<file path="src/rtl/esn_pkg.sv">
// Shared encodings for the ESN heap sequencer: FSM states, heap mode codes
// and block-select codes.
package esn_pkg;

   localparam logic [2:0] S_IDLE   = 3'd0;
   localparam logic [2:0] S_LOAD   = 3'd1;
   localparam logic [2:0] S_READ   = 3'd2;
   localparam logic [2:0] S_DRAIN  = 3'd3;
   localparam logic [2:0] S_WB     = 3'd4;
   localparam logic [2:0] S_OUT    = 3'd5;
   localparam logic [2:0] S_ODRAIN = 3'd6;

   localparam logic [1:0] ST_IDLE = 2'b00;
   localparam logic [1:0] ST_LOAD = 2'b01;
   localparam logic [1:0] ST_RUN  = 2'b10;

   localparam logic [2:0] SEL_X    = 3'd0;
   localparam logic [2:0] SEL_W    = 3'd1;
   localparam logic [2:0] SEL_WIN  = 3'd2;
   localparam logic [2:0] SEL_WINB = 3'd3;
   localparam logic [2:0] SEL_WOUT = 3'd4;
   localparam logic [2:0] SEL_NONE = 3'd7;

   function automatic logic [1:0] sram_code(input logic [2:0] s);
      case (s)
         S_IDLE:  return ST_IDLE;
         S_LOAD:  return ST_LOAD;
         default: return ST_RUN;
      endcase
   endfunction

endpackage

</file>
<file path="src/rtl/esn_rd_valid_pipe.sv">
// Delays the heap read-enable activity and sweep-end markers by RD_LAT cycles
// so they line up with the data emerging from the heap.
module esn_rd_valid_pipe #(
   parameter int RD_LAT = 3
) (
   input  logic clk,
   input  logic nrst,
   input  logic in_valid,
   input  logic in_last,
   output logic out_valid,
   output logic out_last
);

   logic [RD_LAT-1:0] v_sr;
   logic [RD_LAT-1:0] l_sr;

   always_ff @(posedge clk or negedge nrst) begin
      if (!nrst) begin
         v_sr <= '0;
         l_sr <= '0;
      end else begin
         v_sr[0] <= in_valid;
         l_sr[0] <= in_last;
         for (int i = 1; i < RD_LAT; i++) begin
            v_sr[i] <= v_sr[i-1];
            l_sr[i] <= l_sr[i-1];
         end
      end
   end

   assign out_valid = v_sr[RD_LAT-1];
   assign out_last  = l_sr[RD_LAT-1];

endmodule

</file>
<file path="src/rtl/esn_heap_sequencer.sv">
// Top-level ESN heap sequencer: off-chip load, reservoir update sweeps with PE
// write-back, and a final readout sweep.
module esn_heap_sequencer
   import esn_pkg::*;
#(
   parameter int addr_length = 10,
   parameter int bit_length  = 32,
   parameter int node_num    = 1000,
   parameter int RD_LAT      = 3,
   parameter int STEP_W      = 16
) (
   input  logic                   clk,
   input  logic                   nrst,
   input  logic                   start_load,
   input  logic                   start_run,
   input  logic [STEP_W-1:0]      num_steps,
   input  logic                   load_valid,
   input  logic [bit_length-1:0]  load_data,
   output logic                   load_ready,
   output logic [1:0]             SRAM_State,
   output logic [2:0]             SEL_inSRAM_offchip,
   output logic [addr_length-1:0] addr_inSRAM_offchip,
   output logic [bit_length-1:0]  Data_offchip,
   output logic                   EN_X_inSRAM_n,
   output logic                   EN_update_addr_X_n,
   output logic                   EN_update_addr_W_n,
   output logic                   EN_update_addr_Win_n,
   output logic                   EN_update_addr_Winb_n,
   output logic                   EN_update_addr_Wout_n,
   output logic                   pe_rd_valid,
   output logic                   pe_rd_last,
   output logic                   pe_rd_mode,
   input  logic                   pe_wb_valid,
   output logic                   pe_wb_ready,
   output logic                   busy,
   output logic                   done,
   output logic [STEP_W-1:0]      step_cnt
);

   localparam logic [addr_length-1:0] CNT_LAST   = addr_length'(node_num - 1);
   localparam logic [addr_length-1:0] DRAIN_LAST = addr_length'(RD_LAT - 1);

   logic [2:0]             state, state_next;
   logic [addr_length-1:0] cnt;
   logic [addr_length-1:0] widx;
   logic [2:0]             blk;
   logic [STEP_W-1:0]      steps_q;
   logic [STEP_W-1:0]      step_inc;
   logic                   beat, wb_acc, sweep_end, drain_end, load_end, rd_fin;

   always_comb begin
      beat       = (state == S_LOAD) && load_valid;
      wb_acc     = (state == S_WB) && pe_wb_valid;
      sweep_end  = (cnt == CNT_LAST);
      drain_end  = (cnt == DRAIN_LAST);
      load_end   = beat && (widx == CNT_LAST) && (blk == SEL_WOUT);
      step_inc   = step_cnt + 1'b1;
      state_next = state;
      case (state)
         S_IDLE: begin
            if (start_load)     state_next = S_LOAD;
            else if (start_run) state_next = (num_steps == '0) ? S_OUT : S_READ;
         end
         S_LOAD:   if (load_end)  state_next = S_IDLE;
         S_READ:   if (sweep_end) state_next = S_DRAIN;
         S_DRAIN:  if (drain_end) state_next = S_WB;
         S_WB:     if (wb_acc && sweep_end) state_next = (step_inc < steps_q) ? S_READ : S_OUT;
         S_OUT:    if (sweep_end) state_next = S_ODRAIN;
         S_ODRAIN: if (drain_end) state_next = S_IDLE;
         default:  state_next = S_IDLE;
      endcase
   end

   // Heap-facing outputs follow the state one cycle late, so the write-back enable
   // of the last PE word never overlaps the first read enable of the next sweep.
   always_ff @(posedge clk or negedge nrst) begin
      if (!nrst) begin
         state                 <= S_IDLE;
         cnt                   <= '0;
         widx                  <= '0;
         blk                   <= '0;
         steps_q               <= '0;
         step_cnt              <= '0;
         SRAM_State            <= ST_IDLE;
         SEL_inSRAM_offchip    <= SEL_NONE;
         addr_inSRAM_offchip   <= '0;
         Data_offchip          <= '0;
         EN_X_inSRAM_n         <= 1'b1;
         EN_update_addr_X_n    <= 1'b1;
         EN_update_addr_W_n    <= 1'b1;
         EN_update_addr_Win_n  <= 1'b1;
         EN_update_addr_Winb_n <= 1'b1;
         EN_update_addr_Wout_n <= 1'b1;
         rd_fin                <= 1'b0;
         pe_rd_mode            <= 1'b0;
         load_ready            <= 1'b0;
         pe_wb_ready           <= 1'b0;
         busy                  <= 1'b0;
         done                  <= 1'b0;
      end else begin
         state       <= state_next;
         SRAM_State  <= sram_code(state);
         busy        <= (state_next != S_IDLE);
         load_ready  <= (state_next == S_LOAD);
         pe_wb_ready <= (state_next == S_WB);
         done        <= (state == S_ODRAIN) && (state_next == S_IDLE);

         SEL_inSRAM_offchip <= beat ? blk : SEL_NONE;
         if (beat) begin
            addr_inSRAM_offchip <= widx;
            Data_offchip        <= load_data;
         end

         EN_update_addr_X_n    <= !((state == S_READ) || (state == S_OUT));
         EN_update_addr_W_n    <= (state != S_READ);
         EN_update_addr_Win_n  <= (state != S_READ);
         EN_update_addr_Winb_n <= (state != S_READ);
         EN_update_addr_Wout_n <= (state != S_OUT);
         EN_X_inSRAM_n         <= !wb_acc;
         rd_fin                <= ((state == S_READ) || (state == S_OUT)) && sweep_end;

         // Mode is sticky so it still covers the readout words draining after OUT.
         if (state == S_OUT)       pe_rd_mode <= 1'b1;
         else if (state == S_READ) pe_rd_mode <= 1'b0;

         if (state_next != state)
            cnt <= '0;
         else if ((state == S_READ) || (state == S_OUT) || (state == S_DRAIN) ||
                  (state == S_ODRAIN) || wb_acc)
            cnt <= cnt + 1'b1;

         if ((state == S_IDLE) && (state_next == S_LOAD)) begin
            widx <= '0;
            blk  <= '0;
         end else if (beat) begin
            if (widx == CNT_LAST) begin
               widx <= '0;
               blk  <= (blk == SEL_WOUT) ? SEL_X : blk + 1'b1;
            end else begin
               widx <= widx + 1'b1;
            end
         end

         if ((state == S_IDLE) && start_run && !start_load) begin
            steps_q  <= num_steps;
            step_cnt <= '0;
         end else if (wb_acc && sweep_end) begin
            step_cnt <= step_inc;
         end
      end
   end

   esn_rd_valid_pipe #(
      .RD_LAT (RD_LAT)
   ) u_rd_pipe (
      .clk       (clk),
      .nrst      (nrst),
      .in_valid  (~EN_update_addr_X_n),
      .in_last   (rd_fin),
      .out_valid (pe_rd_valid),
      .out_last  (pe_rd_last)
   );

endmodule

</file>
<file path="config.mk">
export PLATFORM = sky130hd
export DESIGN_NAME = esn_heap_sequencer
export DESIGN_NICKNAME = d
export VERILOG_FILES = /design/src/rtl/esn_pkg.sv /design/src/rtl/esn_rd_valid_pipe.sv /design/src/rtl/esn_heap_sequencer.sv
export SDC_FILE = /design/constraint.sdc
export NUM_CORES = 1
export LEC_CHECK = 0
export CAP_MARGIN = 20
export CORE_ASPECT_RATIO = 0.5
export CORE_MARGIN = 2
export CORE_UTILIZATION = 54
export CTS_CLUSTER_DIAMETER = 80
export CTS_CLUSTER_SIZE = 8
export DETAILED_ROUTE_END_ITERATION = 6
export PLACE_DENSITY = 0.85
export SYNTH_ARGS = -nofsm -noshare
export SYNTH_HDL_FRONTEND = slang
export SYNTH_SLANG_ARGS = --single-unit
export TNS_END_PERCENT = 100
</file>
<file path="constraint.sdc">
create_clock -name clk -period 7.2 [get_ports clk]
set_input_delay 1.44 -clock clk [delete_from_list [all_inputs] [get_ports clk]]
set_output_delay 1.44 -clock clk [all_outputs]
set_load 0.05 [all_outputs]
</file>
==> results of run 1 <==
## final timing paths
kind                                              start                               to  slack [ns]  cells past startpoint
worst max-delay path            step_cnt[0]$_DFFE_PN0P_             load_ready$_DFF_PN0_        3.11                     12
worst min-delay path                   rd_fin$_DFF_PN0_      u_rd_pipe.l_sr[0]$_DFF_PN0_        0.35                      0
worst max register to register  step_cnt[0]$_DFFE_PN0P_             load_ready$_DFF_PN0_        3.11                     12
worst min register to register         rd_fin$_DFF_PN0_      u_rd_pipe.l_sr[0]$_DFF_PN0_        0.35                      0
max in group asynchronous                          nrst  EN_update_addr_Winb_n$_DFF_PN1_        5.22                      3
min in group asynchronous                          nrst          step_cnt[5]$_DFFE_PN0P_        0.98                      1
## through the flow
stage	hold WS [ns]	utilization, %	instance area, um^2	power (mW)
2_1_floorplan	0.331	-	5740	0.758
3_3_place_gp	0.332	69.1	7100	0.808
3_5_place_dp	0.339	69.1	7100	0.811
4_1_cts	0.349	74.4	7650	1.61
5_1_grt	0.360	74.8	7690	1.65
6_report	0.350	74.8	7690	1.59
## layer usage
layer	share of wire [%]	vias to the layer above	global-route usage (%)
li1	-	2318	-
met2	48	197	41.0
met5	0	-	0
met1	43	2308	33.4
met4	2.1	0	10.1
met3	6.6	29	5.24
## critical path: cells and delay by family (launching register included)
kind,cells,cell delay [ns]
and+or+nand+nor,6,1.72
xor gates and xnor gates,1,0.21
AOI/OAI and AO/OA,3,1.06
DFF,1,0.43
adders and majority gates,2,0.58
## sequential cells by signal, indices dropped and copies added (netlist names), 2 cells and up
name and count:
SEL_inSRAM_offchip 3, widx 10, u_rd_pipe.l_sr 3, Data_offchip 32
cnt 10, step_cnt 16, SRAM_State 2, u_rd_pipe.v_sr 3
steps_q 16, state 3, blk 3, addr_inSRAM_offchip 10
## cell usage after synthesis, types with 8 or more instances
library cell                 n
sky130_fd_sc_hd__and3_1     14
sky130_fd_sc_hd__a21oi_1    17
sky130_fd_sc_hd__xor2_1     12
sky130_fd_sc_hd__o21ai_0    30
sky130_fd_sc_hd__and2_1      8
sky130_fd_sc_hd__nand2_1   167
sky130_fd_sc_hd__nand4_1    12
sky130_fd_sc_hd__clkbuf_1   18
sky130_fd_sc_hd__nor2_1     31
sky130_fd_sc_hd__inv_1      24
sky130_fd_sc_hd__xnor2_1    12
sky130_fd_sc_hd__mux2_2     16
sky130_fd_sc_hd__dfrtp_1   114
sky130_fd_sc_hd__nor4_1     11
sky130_fd_sc_hd__a31oi_1     8
sky130_fd_sc_hd__ha_1       21
sky130_fd_sc_hd__nand3_1    18
sky130_fd_sc_hd__o31ai_1    10
sky130_fd_sc_hd__nor3_1      9
## area by class of cell
| type | instances | area [um^2] | share of cell area (%) |
|---|---|---|---|
| flip-flops and latches | 121 | 3040 | 39.5 |
| well taps | 140 | 175 | 2.28 |
| inverters | 24 | 90.1 | 1.17 |
| repair buffers | 132 | 1340 | 17.4 |
| multi-input cells | 435 | 2500 | 32.5 |
| clock inverters | 14 | 125 | 1.63 |
| clock buffers | 17 | 425 | 5.53 |
## kinds of logic after synthesis
group | after synthesis | synth area share [%]
AO/OA/AOI/OAI | 86 | 9.25
XOR/XNOR | 24 | 3.66
adder cells (fa/ha/maj) | 21 | 4.58
buffers and inverters | 51 | 3.56
flip-flops | 121 | 52.9
multiplexers | 17 | 3.38
AND/OR/NAND/NOR | 287 | 22.6
## power groups by stage
stage	logic [mW]	registers, mW	clock network (mW)
detailed placement	0.0821	0.729	0
finish	0.0844	0.719	0.792
global placement	0.0796	0.728	0
floorplan	0.0418	0.716	0
global route	0.0922	0.720	0.835
CTS	0.0831	0.717	0.806
==> Implementation_results.wiki, run 1 <==
{| class="wikitable"
! Metric !! Value
|-
| Outcome || completed
|-
| Hold Buf Count CTS || 0
|-
| HPWL reported at the end of detailed placement || 9.25 mm
|-
| Final setup viols || 0
|-
| Main flop type after synthesis || sky130_fd_sc_hd__dfrtp_1
|-
| Type of the tightest min-delay check || reg -> reg
|-
| Clock latency of the later-clocked register in the worst-skew pair || 0.41 ns
|-
| Number of instances in the placed design || 850
|-
| Aggregate global-route resource usage || 25.2%
|-
| Maximum buffer depth of the clock tree || 2
|-
| Wire length after detailed routing || 14.1 mm
|-
| Root Buffer || sky130_fd_sc_hd__clkbuf_16
|-
| Yosys cell types || 49
|-
| Top cells by area, synth || sky130_fd_sc_hd__dfrtp_1, sky130_fd_sc_hd__nand2_1, sky130_fd_sc_hd__ha_1
|-
| Maximum ir drop on the vdd rail || 193 uV
|-
| Starting DRC count in detailed routing || 425
|-
| Worst-path clk slew || 0.06 ns
|-
| Via count normalized by instance count || 5.49
|-
| Yosys warning count || 0
|-
| Fraction of registers with async set/reset || 100%
|-
| Cell count after synthesis || 607
|-
| Overflow after GRT || 0
|-
| Flop and latch count out of synthesis || 121
|-
| Total negative setup slack || 0 ns
|-
| Max capacitance violation total || 0
|-
| Number of filler instances in the final layout || 754
|-
| Pre-CTS setup slack || 3.03 ns
|-
| CP max-delay cell || sky130_fd_sc_hd__a21oi_1
|-
| Clock Skews || 0.00987 ns
|-
| Average wire length per cell after detail routing || 16.0 um
|-
| Crit path arrival time || 4.41 ns
|-
| Non-filler instance count after layout || 883
|-
| Number of cell rows || 26
|-
| Maximum number of pins on one net before global-route repair || 87
|-
| Sequential-to-total area share from yosys stat || 52.9%
|-
| Worst Setup Path Type || reg -> reg
|-
| Wire length of the first global-routing pass || 22.8 mm
|-
| Avg Cell Area, Syn || 9.45 um^2
|-
| Combinational Power Share || 5.3%
|-
| Max-slew headroom || 35.5%
|-
| Required time of the critical path || 7.52 ns
|-
| Sequential group share of total power || 45.1%
|-
| Share of final-layout standard cells stronger than drive strength 1 || 8.61%
|-
| Unrepaired setup endpoints after global routing || no
|-
| Post-detailed-route count of antenna-violating nets || 0
|-
| Least setup slack across all paths after layout || 3.11 ns
|-
| Core region area || 0.0103 mm^2
|-
| Antenna diode count || 0
|-
| Static leakage power || 3.68 nW
|-
| Internal power contribution || 1.21 mW
|-
| Number of clock sinks seen by CTS || 121
|-
| Crit end category || flop
|-
| Count of nets after finishing || 806
|-
| Minimum clock period after layout || 4.09 ns
|-
| Starting density of the core || 55.8%
|-
| Fraction of the cycle the final worst path needs || 56.8%
|-
| Cell-by-cell trace of the critical path || ha_1, nand3_1, nor3_1, nand4_1, xnor2_1, ha_1, nand4_1, nor4_1, a22oi_1, a21oi_1, a211o_1, nor3b_1
|-
| Post-CTS setup-driven buffer insertion count || 0
|-
| Measured slew at the worst slew-check pin || 0.963 ns
|-
| Leading cell type in the layout, fill and taps excluded || sky130_fd_sc_hd__nand2_1
|-
| H-Tree Level Count || 4
|-
| Clock tree from TritonCTS || done
|-
| Number of antenna violations at the first check in global routing || 0
|-
| Fin. max-slew vios || 0
|-
| Die height || 76.9 um
|-
| Net switching power figure || 0.381 mW
|-
| Fraction of power consumed by the clock network || 49.7%
|-
| Chip Width || 150 um
|-
| Sw frac || 23.9%
|-
| Total clock buffers created by CTS || 17
|-
| RD Place Congestion || 0.837
|-
| Area growth syn-to-layout || 34.1%
|-
| Most used cells in the layout excluding fill and tap cells || sky130_fd_sc_hd__nand2_1, sky130_fd_sc_hd__clkdlybuf4s50_1, sky130_fd_sc_hd__dfrtp_1, sky130_fd_sc_hd__nor2_1, sky130_fd_sc_hd__o21ai_0
|-
| Total count of hold-check failures in the final report || 0
|-
| DR pass1 iterations || 5
|-
| Area share of the largest cell type after synthesis || 49.7%
|-
| Ports || 130
|-
| Post-route DRC violation count || 0
|-
| Count of flip-flops with a built-in enable after synthesis || 0
|-
| Cell taking the most area after synthesis || sky130_fd_sc_hd__dfrtp_1
|-
| Maximum clock frequency || 245 MHz
|-
| Total of buffers placed on input and output ports || 129
|-
| Post-synth design cell area || 0.00574 mm^2
|-
| Number of instances resized during post-cts repair || 0
|-
| CP max stage delay || 0.69 ns
|-
| Vias in the first global route || 4,551
|-
| Die ar. || 0.0115 mm^2
|-
| Cell Pwr Density || 207 mW/mm^2
|-
| Critical path peak fanout || 9
|-
| Sort of element at the start of the critical path || flop
|-
| Synthesized net count || 682
|-
| Number of vias in the routed layout || 4,852
|}
Note: power is estimated with default switching activity, not from simulation.
==> run 2: changes to the inputs <==
CORE_UTILIZATION = 51   (was 54)
PLACE_DENSITY = 0.81   (was 0.85)
clock period = 3.8 ns   (was 7.2 ns; I/O delays follow)
==> Implementation_results.wiki, run 2 (synthesis gave the netlist of run 1 again) <==
{| class="wikitable"
! Metric !! Value
|-
| Measured slew at the worst slew-check pin || 0.774 ns
|-
| Non-filler instance count after layout || 894
|-
| Total clock buffers created by CTS || 17
|-
| Maximum clock frequency || 291 MHz
|-
| Ports || 130
|-
| Post-route DRC violation count || 0
|-
| Area growth syn-to-layout || 35.6%
|-
| Number of antenna violations at the first check in global routing || 0
|-
| Number of cell rows || 27
|-
| Core region area || 0.0110 mm^2
|-
| Number of vias in the routed layout || 4,781
|-
| Overflow after GRT || 0
|-
| Max reg flops || 32
|-
| RD Place Congestion || 0.864
|-
| Crit path arrival time || 3.73 ns
|-
| Average wire length per cell after detail routing || 15.2 um
|-
| Total of buffers placed on input and output ports || 129
|-
| Wire length of the first global-routing pass || 22.4 mm
|-
| Most used cells in the layout excluding fill and tap cells || sky130_fd_sc_hd__nand2_1, sky130_fd_sc_hd__clkdlybuf4s50_1, sky130_fd_sc_hd__dfrtp_1, sky130_fd_sc_hd__nor2_1, sky130_fd_sc_hd__o21ai_0
|-
| Total negative setup slack || 0 ns
|-
| HPWL reported at the end of detailed placement || 9.31 mm
|-
| Number of clock sinks seen by CTS || 121
|-
| Die height || 79.0 um
|-
| Critical path peak fanout || 9
|-
| Aggregate global-route resource usage || 23.2%
|-
| Count of nets after finishing || 811
|-
| Unrepaired setup endpoints after global routing || no
|-
| Wire length after detailed routing || 13.5 mm
|-
| Pre-CTS setup slack || 0.223 ns
|-
| Post-route total power || 3.13 mW
|-
| Maximum ir drop on the vdd rail || 300 uV
|-
| Final core area utilization || 70.8%
|-
| Number of filler instances in the final layout || 803
|-
| Max-slew headroom || 48.2%
|-
| Worst-path clk slew || 0.06 ns
|-
| Clock latency of the later-clocked register in the worst-skew pair || 0.42 ns
|-
| Sequential standard cell area || 0.00304 mm^2
|-
| Hold Buf Count CTS || 0
|-
| H-Tree Level Count || 4
|-
| Chip Width || 154 um
|-
| Required time of the critical path || 4.09 ns
|-
| Reg-to-reg startpoint || step_cnt[6]$_DFFE_PN0P_
|-
| Vias in the first global route || 4,691
|-
| Antenna diode count || 0
|-
| Post-detailed-route count of antenna-violating nets || 0
|-
| Total count of hold-check failures in the final report || 0
|-
| Clock Skews || 0.00876 ns
|-
| Crit end category || flop
|-
| Maximum buffer depth of the clock tree || 2
|-
| Launch point of the worst hold path || u_rd_pipe.v_sr[0]$_DFF_PN0_
|-
| Fraction of the cycle the final worst path needs || 90.5%
|-
| Cell Pwr Density || 402 mW/mm^2
|-
| Clock tree from TritonCTS || done
|-
| Area of the multi-input gates || 0.00252 mm^2
|-
| Type of the tightest min-delay check || reg -> reg
|-
| DR pass1 iterations || 4
|-
| Share of final-layout standard cells stronger than drive strength 1 || 9.61%
|-
| GR Util met1 || 30.6%
|-
| Outcome || completed
|-
| Fin. max-slew vios || 0
|-
| Sort of element at the start of the critical path || flop
|-
| Worst Setup Path Type || reg -> reg
|-
| Max capacitance violation total || 0
|-
| Via count normalized by instance count || 5.35
|-
| Maximum number of pins on one net before global-route repair || 122
|-
| Worst Setup SP || step_cnt[6]$_DFFE_PN0P_
|-
| Starting density of the core || 52.2%
|-
| Static leakage power || 3.71 nW
|-
| Final setup viols || 0
|-
| Regs by FF count || Data_offchip x32, step_cnt x16, steps_q x16
|-
| Root Buffer || sky130_fd_sc_hd__clkbuf_16
|-
| Minimum clock period after layout || 3.44 ns
|-
| Met3 usage in global routing || 5.08%
|-
| Leading cell type in the layout, fill and taps excluded || sky130_fd_sc_hd__nand2_1
|-
| Starting DRC count in detailed routing || 400
|-
| Biggest register || Data_offchip
|-
| GR met2 Demand/Resource || 38.0%
|-
| Least setup slack across all paths after layout || 0.361 ns
|-
| Die ar. || 0.0122 mm^2
|-
| Most heavily used metal layer in global routing || met2
|-
| Number of instances in the placed design || 862
|}
## run 2: worst paths after layout
kind                                          endpoint  slack (ns)  cells after the start
max                                     busy$_DFF_PN0_        0.36                     13
min                        u_rd_pipe.v_sr[1]$_DFF_PN0_        0.35                      0
max reg2reg                             busy$_DFF_PN0_        0.36                     13
min reg2reg                u_rd_pipe.v_sr[1]$_DFF_PN0_        0.35                      0
max in group asynchronous  Data_offchip[6]$_DFFE_PN0P_        2.88                      2
min in group asynchronous      step_cnt[8]$_DFFE_PN0P_        0.37                      2
## run 2: layer usage
layer	share of wire, %	wire (um)
met1	46	6200
met2	47	6420
met3	5.2	711
met4	1.6	212
met5	0	0
## run 2: layout make-up
cell class,count,share of cell area [%]
inverter,24,1.16
sequential,121,39.0
clock buffer,18,5.52
tap,145,2.33
multi-input combinational,435,32.3
clock inverter,14,2.11
timing repair buffer,137,17.5
## run 2: metrics by stage
stage                     cell area [um^2]  hold WS (ns)
after floorplan                       5740         0.331
after global placement                7170         0.333
after detailed placement              7170         0.341
after CTS                             7760         0.354
after global routing                  7780         0.357
final                                 7780         0.351
## run 2: critical path: stages, from the launching register on
cell,delay [ns]
sky130_fd_sc_hd__dfrtp_1,0.49
sky130_fd_sc_hd__nand4_1,0.16
sky130_fd_sc_hd__or2_2,0.32
sky130_fd_sc_hd__nor3_1,0.26
sky130_fd_sc_hd__and3_1,0.22
sky130_fd_sc_hd__xor2_1,0.21
sky130_fd_sc_hd__ha_1,0.29
sky130_fd_sc_hd__nand4_1,0.14
sky130_fd_sc_hd__nor2_1,0.07
sky130_fd_sc_hd__a22oi_1,0.21
sky130_fd_sc_hd__a21oi_1,0.11
sky130_fd_sc_hd__buf_4,0.19
sky130_fd_sc_hd__a211o_1,0.28
sky130_fd_sc_hd__or3_1,0.35
## run 2: power by group
group / switching [mW] / total (mW) / internal (mW)
Sequential: 0.0462 / 1.36 / 1.32
Clock: 0.631 / 1.61 / 0.982
Combinational: 0.0680 / 0.154 / 0.0863
## run 2: repair_timing
item,in CTS,in global routing
buffers inserted,0,0
resized for setup,0,3
endpoints found under the setup margin,0,11
==> run 3: changes to the inputs <==
CTS_CLUSTER_DIAMETER = 50   (was 80)
SKIP_LAST_GASP = 1   (was unset)
==> results of run 3 <==
The final DEF is identical to that of run 2; final timing and power are the same.
